[src/rtl/cache_addr_alloc_if.sv]
// Purpose: bundles the allocator's bitmap-facing, pop-side and release-side signals.
// Latency: none, wiring only.
// Backpressure: pop side is valid/ready; bitmap and release sides have no backpressure.
// Modports: master = allocator (drives bitmap writes, alloc_*, pf_*);
//           slave  = environment (drives emp_ready_*, alloc_rdy, free_*).
// Optional: CACHE_ALLOC_DUP_CHECK_EN adds the sticky dup_err output.
interface cache_addr_alloc_if #(
  parameter int ADDR_W   = 10,
  parameter int PF_DEPTH = 4
);
  localparam int CNT_W = $clog2(PF_DEPTH) + 1;

  logic [ADDR_W-1:0] emp_ready_addr;
  logic              emp_ready_vld;
  logic              bm_wr_en_1;
  logic [ADDR_W-1:0] bm_wr_addr_1;
  logic              bm_wr_val_1;
  logic              bm_wr_en_2;
  logic [ADDR_W-1:0] bm_wr_addr_2;
  logic              bm_wr_val_2;
  logic              alloc_vld;
  logic [ADDR_W-1:0] alloc_addr;
  logic              alloc_rdy;
  logic              free_vld;
  logic [ADDR_W-1:0] free_addr;
  logic [CNT_W-1:0]  pf_count;
  logic              pf_empty;
`ifdef CACHE_ALLOC_DUP_CHECK_EN
  logic              dup_err;
`endif

  modport master (
    input  emp_ready_addr, emp_ready_vld, alloc_rdy, free_vld, free_addr,
`ifdef CACHE_ALLOC_DUP_CHECK_EN
    output dup_err,
`endif
    output bm_wr_en_1, bm_wr_addr_1, bm_wr_val_1,
    output bm_wr_en_2, bm_wr_addr_2, bm_wr_val_2,
    output alloc_vld, alloc_addr, pf_count, pf_empty
  );

  modport slave (
    output emp_ready_addr, emp_ready_vld, alloc_rdy, free_vld, free_addr,
`ifdef CACHE_ALLOC_DUP_CHECK_EN
    input  dup_err,
`endif
    input  bm_wr_en_1, bm_wr_addr_1, bm_wr_val_1,
    input  bm_wr_en_2, bm_wr_addr_2, bm_wr_val_2,
    input  alloc_vld, alloc_addr, pf_count, pf_empty
  );
endinterface

[src/rtl/cache_addr_alloc.sv]
// Purpose: claims free addresses from the free-cell bitmap into a prefetch FIFO and returns released ones.
// Latency: claim/release bitmap writes 1 cycle after sampling; FIFO head visible 1 cycle after claim.
// Backpressure: claims stall while the FIFO is full (unless popped that cycle); releases are never stalled.
// Ports: clk, rst (synchronous, active-high); bus (cache_addr_alloc_if.master) carries
//   emp_ready_* from the bitmap, bm_wr_*_1 claim writes, bm_wr_*_2 release writes,
//   alloc_vld/alloc_addr/alloc_rdy pop handshake, free_vld/free_addr releases, pf_count/pf_empty.
// Optional: CACHE_ALLOC_DUP_CHECK_EN discards samples already held or in flight and sets sticky dup_err.
module cache_addr_alloc #(
  parameter int ADDR_W   = 10,
  parameter int PF_DEPTH = 4,
  parameter int BLACKOUT = 3
) (
  input logic             clk,
  input logic             rst,
  cache_addr_alloc_if.master bus
);
  localparam int PTR_W = $clog2(PF_DEPTH);
  localparam int CNT_W = PTR_W + 1;
  localparam int BLK_W = $clog2(BLACKOUT);

  typedef enum logic {SCAN, BLACK} state_t;

  state_t            state;
  logic [BLK_W-1:0]  blk_cnt;
  logic [ADDR_W-1:0] mem [PF_DEPTH];
  logic [PTR_W-1:0]  wr_ptr, rd_ptr;
  logic [CNT_W-1:0]  count;
  logic              claim_en, rel_en;
  logic [ADDR_W-1:0] claim_addr, rel_addr;

  logic pop, space, sample, claim;

  assign pop    = (count != '0) && bus.alloc_rdy;
  // A full FIFO still has room when its head leaves in the same cycle.
  assign space  = (count != CNT_W'(PF_DEPTH)) || pop;
  assign sample = (state == SCAN) && bus.emp_ready_vld && space;

`ifdef CACHE_ALLOC_DUP_CHECK_EN
  logic dup_hit, dup_err_q;

  // Compare against every occupied slot, walking from the head, plus the claim still in flight.
  always_comb begin
    dup_hit = 1'b0;
    for (int i = 0; i < PF_DEPTH; i++) begin
      if ((CNT_W'(i) < count) && (mem[rd_ptr + PTR_W'(i)] == bus.emp_ready_addr))
        dup_hit = 1'b1;
    end
    if (claim_en && (claim_addr == bus.emp_ready_addr))
      dup_hit = 1'b1;
  end

  assign claim = sample && !dup_hit;

  // Only samples that would otherwise have been claimed are flagged.
  always_ff @(posedge clk) begin
    if (rst)
      dup_err_q <= 1'b0;
    else if (sample && dup_hit)
      dup_err_q <= 1'b1;
  end

  assign bus.dup_err = dup_err_q;
`else
  assign claim = sample;
`endif

  // Claim FSM, write ports and FIFO bookkeeping.
  always_ff @(posedge clk) begin
    if (rst) begin
      state      <= SCAN;
      blk_cnt    <= '0;
      claim_en   <= 1'b0;
      claim_addr <= '0;
      rel_en     <= 1'b0;
      rel_addr   <= '0;
      wr_ptr     <= '0;
      rd_ptr     <= '0;
      count      <= '0;
    end else begin
      claim_en   <= claim;
      claim_addr <= claim ? bus.emp_ready_addr : '0;
      rel_en     <= bus.free_vld;
      rel_addr   <= bus.free_vld ? bus.free_addr : '0;

      // The bitmap needs BLACKOUT cycles after a claim before its first-free output
      // reflects the write, so its output is ignored for that long.
      unique case (state)
        SCAN: begin
          if (claim) begin
            state   <= BLACK;
            blk_cnt <= BLK_W'(BLACKOUT - 1);
          end
        end
        BLACK: begin
          if (blk_cnt == '0)
            state <= SCAN;
          else
            blk_cnt <= blk_cnt - BLK_W'(1);
        end
        default: state <= SCAN;
      endcase

      if (claim) wr_ptr <= wr_ptr + PTR_W'(1);
      if (pop)   rd_ptr <= rd_ptr + PTR_W'(1);
      unique case ({claim, pop})
        2'b10:   count <= count + CNT_W'(1);
        2'b01:   count <= count - CNT_W'(1);
        default: count <= count;
      endcase
    end
  end

  // Storage needs no reset: occupancy gates every read.
  always_ff @(posedge clk) begin
    if (claim)
      mem[wr_ptr] <= bus.emp_ready_addr;
  end

  assign bus.bm_wr_en_1   = claim_en;
  assign bus.bm_wr_addr_1 = claim_addr;
  assign bus.bm_wr_val_1  = ~rst;
  assign bus.bm_wr_en_2   = rel_en;
  assign bus.bm_wr_addr_2 = rel_addr;
  assign bus.bm_wr_val_2  = 1'b0;
  assign bus.alloc_vld    = (count != '0);
  assign bus.alloc_addr   = (count != '0) ? mem[rd_ptr] : '0;
  assign bus.pf_count     = count;
  // Follows occupancy, so it reads 1 while the FIFO is held empty.
  assign bus.pf_empty     = (count == '0);
endmodule

[src/flat_wrapper.sv]
// flat-port wrapper written by rule: the top's interface ports become plain ports
module cache_addr_alloc_flat 
#(
  parameter int ADDR_W   = 10,
  parameter int PF_DEPTH = 4,
  parameter int BLACKOUT = 3
)
  (clk, rst, bus_emp_ready_addr, bus_emp_ready_vld, bus_alloc_rdy, bus_free_vld, bus_free_addr, bus_bm_wr_en_1, bus_bm_wr_addr_1, bus_bm_wr_val_1, bus_bm_wr_en_2, bus_bm_wr_addr_2, bus_bm_wr_val_2, bus_alloc_vld, bus_alloc_addr, bus_pf_count, bus_pf_empty);
  cache_addr_alloc_if #(.ADDR_W(ADDR_W), .PF_DEPTH(PF_DEPTH)) bus_i ();
  input logic clk;
  input logic rst;
  input wire logic [$bits(bus_i.emp_ready_addr)-1:0] bus_emp_ready_addr;
  input wire logic [$bits(bus_i.emp_ready_vld)-1:0] bus_emp_ready_vld;
  input wire logic [$bits(bus_i.alloc_rdy)-1:0] bus_alloc_rdy;
  input wire logic [$bits(bus_i.free_vld)-1:0] bus_free_vld;
  input wire logic [$bits(bus_i.free_addr)-1:0] bus_free_addr;
  output wire logic [$bits(bus_i.bm_wr_en_1)-1:0] bus_bm_wr_en_1;
  output wire logic [$bits(bus_i.bm_wr_addr_1)-1:0] bus_bm_wr_addr_1;
  output wire logic [$bits(bus_i.bm_wr_val_1)-1:0] bus_bm_wr_val_1;
  output wire logic [$bits(bus_i.bm_wr_en_2)-1:0] bus_bm_wr_en_2;
  output wire logic [$bits(bus_i.bm_wr_addr_2)-1:0] bus_bm_wr_addr_2;
  output wire logic [$bits(bus_i.bm_wr_val_2)-1:0] bus_bm_wr_val_2;
  output wire logic [$bits(bus_i.alloc_vld)-1:0] bus_alloc_vld;
  output wire logic [$bits(bus_i.alloc_addr)-1:0] bus_alloc_addr;
  output wire logic [$bits(bus_i.pf_count)-1:0] bus_pf_count;
  output wire logic [$bits(bus_i.pf_empty)-1:0] bus_pf_empty;
  assign bus_i.emp_ready_addr = bus_emp_ready_addr;
  assign bus_i.emp_ready_vld = bus_emp_ready_vld;
  assign bus_i.alloc_rdy = bus_alloc_rdy;
  assign bus_i.free_vld = bus_free_vld;
  assign bus_i.free_addr = bus_free_addr;
  assign bus_bm_wr_en_1 = bus_i.bm_wr_en_1;
  assign bus_bm_wr_addr_1 = bus_i.bm_wr_addr_1;
  assign bus_bm_wr_val_1 = bus_i.bm_wr_val_1;
  assign bus_bm_wr_en_2 = bus_i.bm_wr_en_2;
  assign bus_bm_wr_addr_2 = bus_i.bm_wr_addr_2;
  assign bus_bm_wr_val_2 = bus_i.bm_wr_val_2;
  assign bus_alloc_vld = bus_i.alloc_vld;
  assign bus_alloc_addr = bus_i.alloc_addr;
  assign bus_pf_count = bus_i.pf_count;
  assign bus_pf_empty = bus_i.pf_empty;
  cache_addr_alloc #(.ADDR_W(ADDR_W), .PF_DEPTH(PF_DEPTH), .BLACKOUT(BLACKOUT)) u_core (.clk(clk), .rst(rst), .bus(bus_i));
endmodule
[config.mk]
export PLATFORM = sky130hd
export DESIGN_NAME = cache_addr_alloc_flat
export DESIGN_NICKNAME = d
export VERILOG_FILES = /design/src/rtl/cache_addr_alloc_if.sv /design/src/rtl/cache_addr_alloc.sv /design/src/flat_wrapper.sv
export SDC_FILE = /design/constraint.sdc
export NUM_CORES = 1
export LEC_CHECK = 0
export BUFFER_PORTS_ARGS = -buffer_cell sky130_fd_sc_hd__buf_2
export CORE_MARGIN = 4
export CORE_UTILIZATION = 42
export CTS_BUF_LIST = sky130_fd_sc_hd__clkbuf_2
export CTS_CLUSTER_SIZE = 25
export DETAILED_ROUTE_END_ITERATION = 16
export GPL_ROUTABILITY_DRIVEN = 0
export GPL_TIMING_DRIVEN = 0
export PLACE_DENSITY_LB_ADDON = 0.05
export RECOVER_POWER = 50
export SYNTH_ARGS = -nofsm -noshare
export SYNTH_HDL_FRONTEND = slang
export SYNTH_SLANG_ARGS = --single-unit
[constraint.sdc]
create_clock -name clk -period 5.5 [get_ports clk]
set_clock_uncertainty 0.2 [all_clocks]
set_input_delay 1.1 -clock clk [delete_from_list [all_inputs] [get_ports clk]]
set_output_delay 1.1 -clock clk [all_outputs]
set_load 0.05 [all_outputs]
==> metrics.txt <==
# TYPE chip_impl_metric gauge
chip_impl_metric{name="crit_fanout",unit=""} 10
chip_impl_info{name="setup.worst_path.start_class",value="flip-flop"} 1
chip_impl_metric{name="placeableCoreArea",unit="um^2"} 6350
chip_impl_metric{name="max_cap_viol_count",unit=""} 0
chip_impl_info{name="hp-class",value="reg2reg"} 1
chip_impl_metric{name="switchingPower",unit="W"} 0.000601
chip_impl_metric{name="count_of_different_cell_masters_after_synthesis",unit=""} 31
chip_impl_metric{name="die_height",unit="um"} 88.8
chip_impl_metric{name="finalMaxSlewViolations",unit=""} 0
chip_impl_metric{name="cts-htree-levels",unit=""} 3
chip_impl_info{name="status",value="finished clean"} 1
chip_impl_metric{name="grt_max_degree",unit=""} 13
chip_impl_metric{name="clockBufferDepth",unit=""} 2
chip_impl_metric{name="synthesis.area",unit="um^2"} 2740
chip_impl_metric{name="cts_sinks",unit=""} 74
chip_impl_metric{name="final_layout_size_suffix_gt1_share",unit="%"} 31.5
chip_impl_metric{name="remaining_drc_errors",unit=""} 0
chip_impl_info{name="largest_family_of_logic_cells_by_synthesized_area",value="simple AND/OR/NAND/NOR gates"} 1
chip_impl_metric{name="cts_hold_buf",unit=""} 0
chip_impl_info{name="cts_root_buffer",value="sky130_fd_sc_hd__clkbuf_2"} 1
chip_impl_metric{name="drt.antenna.violating_nets",unit=""} 0
chip_impl_metric{name="floorplan.die.width",unit="um"} 88.8
chip_impl_metric{name="pwr_density_cell",unit="nW/um^2"} 477
chip_impl_metric{name="post_synth_fa_ha_maj_area_fraction",unit="%"} 3.47
chip_impl_metric{name="routed_via_density",unit=""} 4.53
chip_impl_metric{name="yosys.area_share.xor_xnor",unit="%"} 0.958
chip_impl_metric{name="async_flop_share",unit="%"} 0
chip_impl_metric{name="drtIter0Drc",unit=""} 54
chip_impl_metric{name="yosys.area.top_type_share",unit="%"} 43.8
chip_impl_metric{name="worst_ep_arrival_time",unit="ns"} 1.98
chip_impl_metric{name="detail_route.wirelength",unit="um"} 4640
chip_impl_metric{name="wire_per_inst",unit="um"} 13.9
chip_impl_metric{name="globalRoute.totalOverflow",unit=""} 0
chip_impl_metric{name="clk-insertion-delay-late",unit="ns"} 0.47
chip_impl_metric{name="post_cts_gate_resize_count",unit=""} 0
chip_impl_metric{name="design.final.nets",unit=""} 284
chip_impl_metric{name="post-route-worst-setup-slack",unit="ns"} 2.22
chip_impl_metric{name="insertedDiodeCount",unit=""} 0
chip_impl_metric{name="postSynthCellCount",unit=""} 179
chip_impl_metric{name="post-route-period-util",unit="%"} 59.6
chip_impl_info{name="yosysMostFrequentCell",value="sky130_fd_sc_hd__edfxtp_1"} 1
chip_impl_metric{name="slew_headroom",unit="%"} 39.6
chip_impl_metric{name="syn_nets",unit=""} 211
chip_impl_metric{name="clock_power_share",unit="%"} 21.1
chip_impl_info{name="ys.flop_type",value="sky130_fd_sc_hd__edfxtp_1"} 1
chip_impl_metric{name="floorplan.rows",unit=""} 29
chip_impl_metric{name="post_cts.repair.setup_buffers",unit=""} 0
chip_impl_metric{name="number_of_synthesized_flops_with_an_enable_pin",unit=""} 40
chip_impl_metric{name="pwr-share-seq",unit="%"} 42.5
chip_impl_metric{name="max_clock_freq",unit="GHz"} 0.305
chip_impl_metric{name="p_int",unit="W"} 0.000943
chip_impl_metric{name="detail_route.first_pass.iterations",unit=""} 4
chip_impl_metric{name="grt_pass1_wl",unit="um"} 7420
chip_impl_metric{name="fraction_of_the_mapped_netlist_area_in_compound_gates",unit="%"} 2.05
chip_impl_metric{name="worst_ir_drop_vdd",unit="V"} 0.000302
chip_impl_info{name="crit_path_end_kind",value="output pin"} 1
chip_impl_info{name="synth_area_leaders",value="sky130_fd_sc_hd__edfxtp_1 (44%), sky130_fd_sc_hd__dfxtp_1 (25%), sky130_fd_sc_hd__mux4_2 (8.2%)"} 1
chip_impl_metric{name="cts_made_buffers",unit=""} 9
chip_impl_metric{name="finalHoldViolations",unit=""} 0
chip_impl_metric{name="place_hpwl",unit="um"} 3180
chip_impl_metric{name="synth_area_per_cell",unit="um^2"} 15.3
chip_impl_metric{name="number_of_flip_flops_and_latches_in_the_synthesized_netlist",unit=""} 74
chip_impl_metric{name="power.leakage",unit="nW"} 1.29
chip_impl_metric{name="p_sw_share",unit="%"} 38.9
chip_impl_metric{name="multiInputGateArea",unit="um^2"} 758
chip_impl_metric{name="synth.yosys.warnings",unit=""} 0
chip_impl_metric{name="ff_latch_area",unit="um^2"} 1880
chip_impl_metric{name="floorplan.initialDensity",unit="%"} 43.2
chip_impl_metric{name="post_synth_mux_area_share",unit="%"} 9.17
chip_impl_metric{name="fp.dieArea",unit="um^2"} 7890
chip_impl_metric{name="io_pins",unit=""} 64
chip_impl_metric{name="ys_seq_area_share",unit="%"} 68.6
chip_impl_metric{name="portBuffers",unit=""} 62
chip_impl_metric{name="pre_cts_slack",unit="ns"} 2.18
chip_impl_info{name="post-synth-top-area-cell",value="sky130_fd_sc_hd__edfxtp_1"} 1
chip_impl_metric{name="setup-violations-final",unit=""} 0
chip_impl_info{name="tritoncts",value="built"} 1
chip_impl_metric{name="grt_antenna_before_repair",unit=""} 0
chip_impl_metric{name="grt_util_all_layers",unit="%"} 13.1
chip_impl_metric{name="min_period",unit="ns"} 3.28
chip_impl_metric{name="synthesized_area_fraction_occupied_by_and_or_nand_nor_cells",unit="%"} 12.5
chip_impl_metric{name="grt_pass1_vias",unit=""} 1501
chip_impl_metric{name="fillCellCount",unit=""} 556
chip_impl_metric{name="setup_total_negative_slack",unit="ns"} 0
chip_impl_metric{name="worst_ep_required_time",unit="ns"} 4.20
chip_impl_metric{name="flow.area_growth_from_synthesis",unit="%"} 18.0
chip_impl_info{name="synthTopCellsByCount",value="sky130_fd_sc_hd__edfxtp_1 (40), sky130_fd_sc_hd__dfxtp_1 (34), sky130_fd_sc_hd__and2_1 (24)"} 1
chip_impl_info{name="grt_setup_unrepaired",value="no"} 1
chip_impl_metric{name="timing_worst_slew_pin_value",unit="ns"} 0.894
chip_impl_metric{name="p_comb_share",unit="%"} 36.5
chip_impl_metric{name="clock_slew_at_reported_path_ffs",unit="ns"} 0.19
chip_impl_info{name="critPathKind",value="reg2out"} 1
chip_impl_metric{name="vias",unit=""} 1512
## cell families after synthesis
kind of cell / count (synthesis)
flops: 74
other cells: 1
compound gates: 10
fa+ha+maj: 7
simple gates: 54
xor+xnor: 3
buf+inv: 18
mux: 12
## power groups by stage
stage	sequential [W]	clock, W	combinational, W
final	0.000655	0.000325	0.000563
after global routing	0.000662	0.000366	0.000609
after CTS	0.000659	0.000337	0.000582
after detailed placement	0.000672	0	0.000581
after global placement	0.000671	0	0.000580
after floorplan	0.000724	0	0.000400
## state kept, by name, indices dropped and copies added (netlist names), named ones only
register	count
u_core.bus.bm_wr_addr_1	10
u_core.bus.pf_count	3
u_core.wr_ptr	2
u_core.bus.bm_wr_en_1	1
u_core.mem	40
u_core.bus.bm_wr_addr_2	10
u_core.bus.bm_wr_en_2	1
u_core.state	1
u_core.blk_cnt	2
u_core.rd_ptr	2
## layout make-up
type,instances,share of cell area (%)
buffer,7,1.12
clock buffer,9,1.39
clock inverter,7,2.59
inverter,11,1.28
multi-input combinational,87,23.4
sequential,74,58.1
tap,77,2.98
timing repair buffer,62,9.12
## layout by cell type (no fill, tap or decap)
cell type | Yosys | routed
sky130_fd_sc_hd__buf_2 | 1 | 51
sky130_fd_sc_hd__edfxtp_1 | 40 | 40
sky130_fd_sc_hd__dfxtp_1 | 34 | 34
sky130_fd_sc_hd__clkbuf_1 | 2 | 15
sky130_fd_sc_hd__and2_1 | 24 | 13
sky130_fd_sc_hd__inv_1 | 11 | 11
sky130_fd_sc_hd__nor2b_1 | 11 | 11
sky130_fd_sc_hd__and2_0 | 0 | 11
sky130_fd_sc_hd__clkbuf_2 | 1 | 10
sky130_fd_sc_hd__mux4_2 | 10 | 10
sky130_fd_sc_hd__nor2_1 | 7 | 7
sky130_fd_sc_hd__ha_1 | 6 | 6
sky130_fd_sc_hd__a21oi_1 | 5 | 5
sky130_fd_sc_hd__o21ai_0 | 3 | 3
sky130_fd_sc_hd__or3_1 | 3 | 3
sky130_fd_sc_hd__xor2_1 | 3 | 3
sky130_fd_sc_hd__clkinv_1 | 0 | 3
sky130_fd_sc_hd__buf_4 | 2 | 2
sky130_fd_sc_hd__nand2b_1 | 2 | 2
sky130_fd_sc_hd__nor4b_1 | 1 | 2
sky130_fd_sc_hd__bufinv_16 | 0 | 2
sky130_fd_sc_hd__o31ai_1 | 1 | 1
sky130_fd_sc_hd__nor3_1 | 1 | 1
sky130_fd_sc_hd__nor2_4 | 1 | 1
sky130_fd_sc_hd__nor3_2 | 1 | 1
sky130_fd_sc_hd__nand2_1 | 1 | 1
sky130_fd_sc_hd__mux2_2 | 1 | 1
sky130_fd_sc_hd__a31o_2 | 1 | 1
sky130_fd_sc_hd__nand3_1 | 1 | 1
sky130_fd_sc_hd__mux2_1 | 0 | 1
sky130_fd_sc_hd__fa_1 | 1 | 1
sky130_fd_sc_hd__conb_1 | 1 | 1
sky130_fd_sc_hd__clkinv_2 | 0 | 1
sky130_fd_sc_hd__clkinvlp_4 | 0 | 1
## path summary, 6_finish.rpt
| check | start | end | slack, ns | cells after the start |
|---|---|---|---|---|
| hold / removal | u_core.blk_cnt[0]$_SDFFE_PP0P_ | u_core.blk_cnt[0]$_SDFFE_PP0P_ | 0.31 | 2 |
| setup / recovery | u_core.bus.pf_count[0]$_SDFFE_PP0P_ | bus_pf_empty | 2.22 | 3 |
| setup reg to reg | u_core.bus.pf_count[0]$_SDFFE_PP0P_ | u_core.bus.pf_count[2]$_SDFFE_PP0P_ | 2.55 | 9 |
| hold reg to reg | u_core.blk_cnt[0]$_SDFFE_PP0P_ | u_core.blk_cnt[0]$_SDFFE_PP0P_ | 0.31 | 2 |
## routing by layer
metal / wire length [um] / track usage, % / vias to the layer above
met2: 2190 / 20.1 / 42
li1: - / - / 772
met4: 74 / 7.01 / 0
met3: 275 / 4.75 / 7
met1: 2090 / 16.2 / 691
met5: 0 / 0 / -
## worst max-delay path, stage by stage, from the launching register on
cell and delay (ns):
sky130_fd_sc_hd__dfxtp_1 0.40, sky130_fd_sc_hd__nor3_1 0.48, sky130_fd_sc_hd__buf_2 0.33, sky130_fd_sc_hd__buf_2 0.30
## stage by stage
| stage | instances | util, % | total power (W) | hold slack [ns] | instance area, um^2 |
|---|---|---|---|---|---|
| after global placement | 318 | 49.6 | 0.00125 | 0.278 | 3150 |
| after floorplan | 179 | - | 0.00112 | 0.256 | 2740 |
| final | 334 | 51.0 | 0.00154 | 0.307 | 3240 |
| after global routing | 334 | 51.0 | 0.00164 | 0.353 | 3240 |
| after CTS | 334 | 51.6 | 0.00158 | 0.309 | 3280 |
| after detailed placement | 318 | 49.6 | 0.00125 | 0.284 | 3150 |
(Power assumes the default switching activity.)
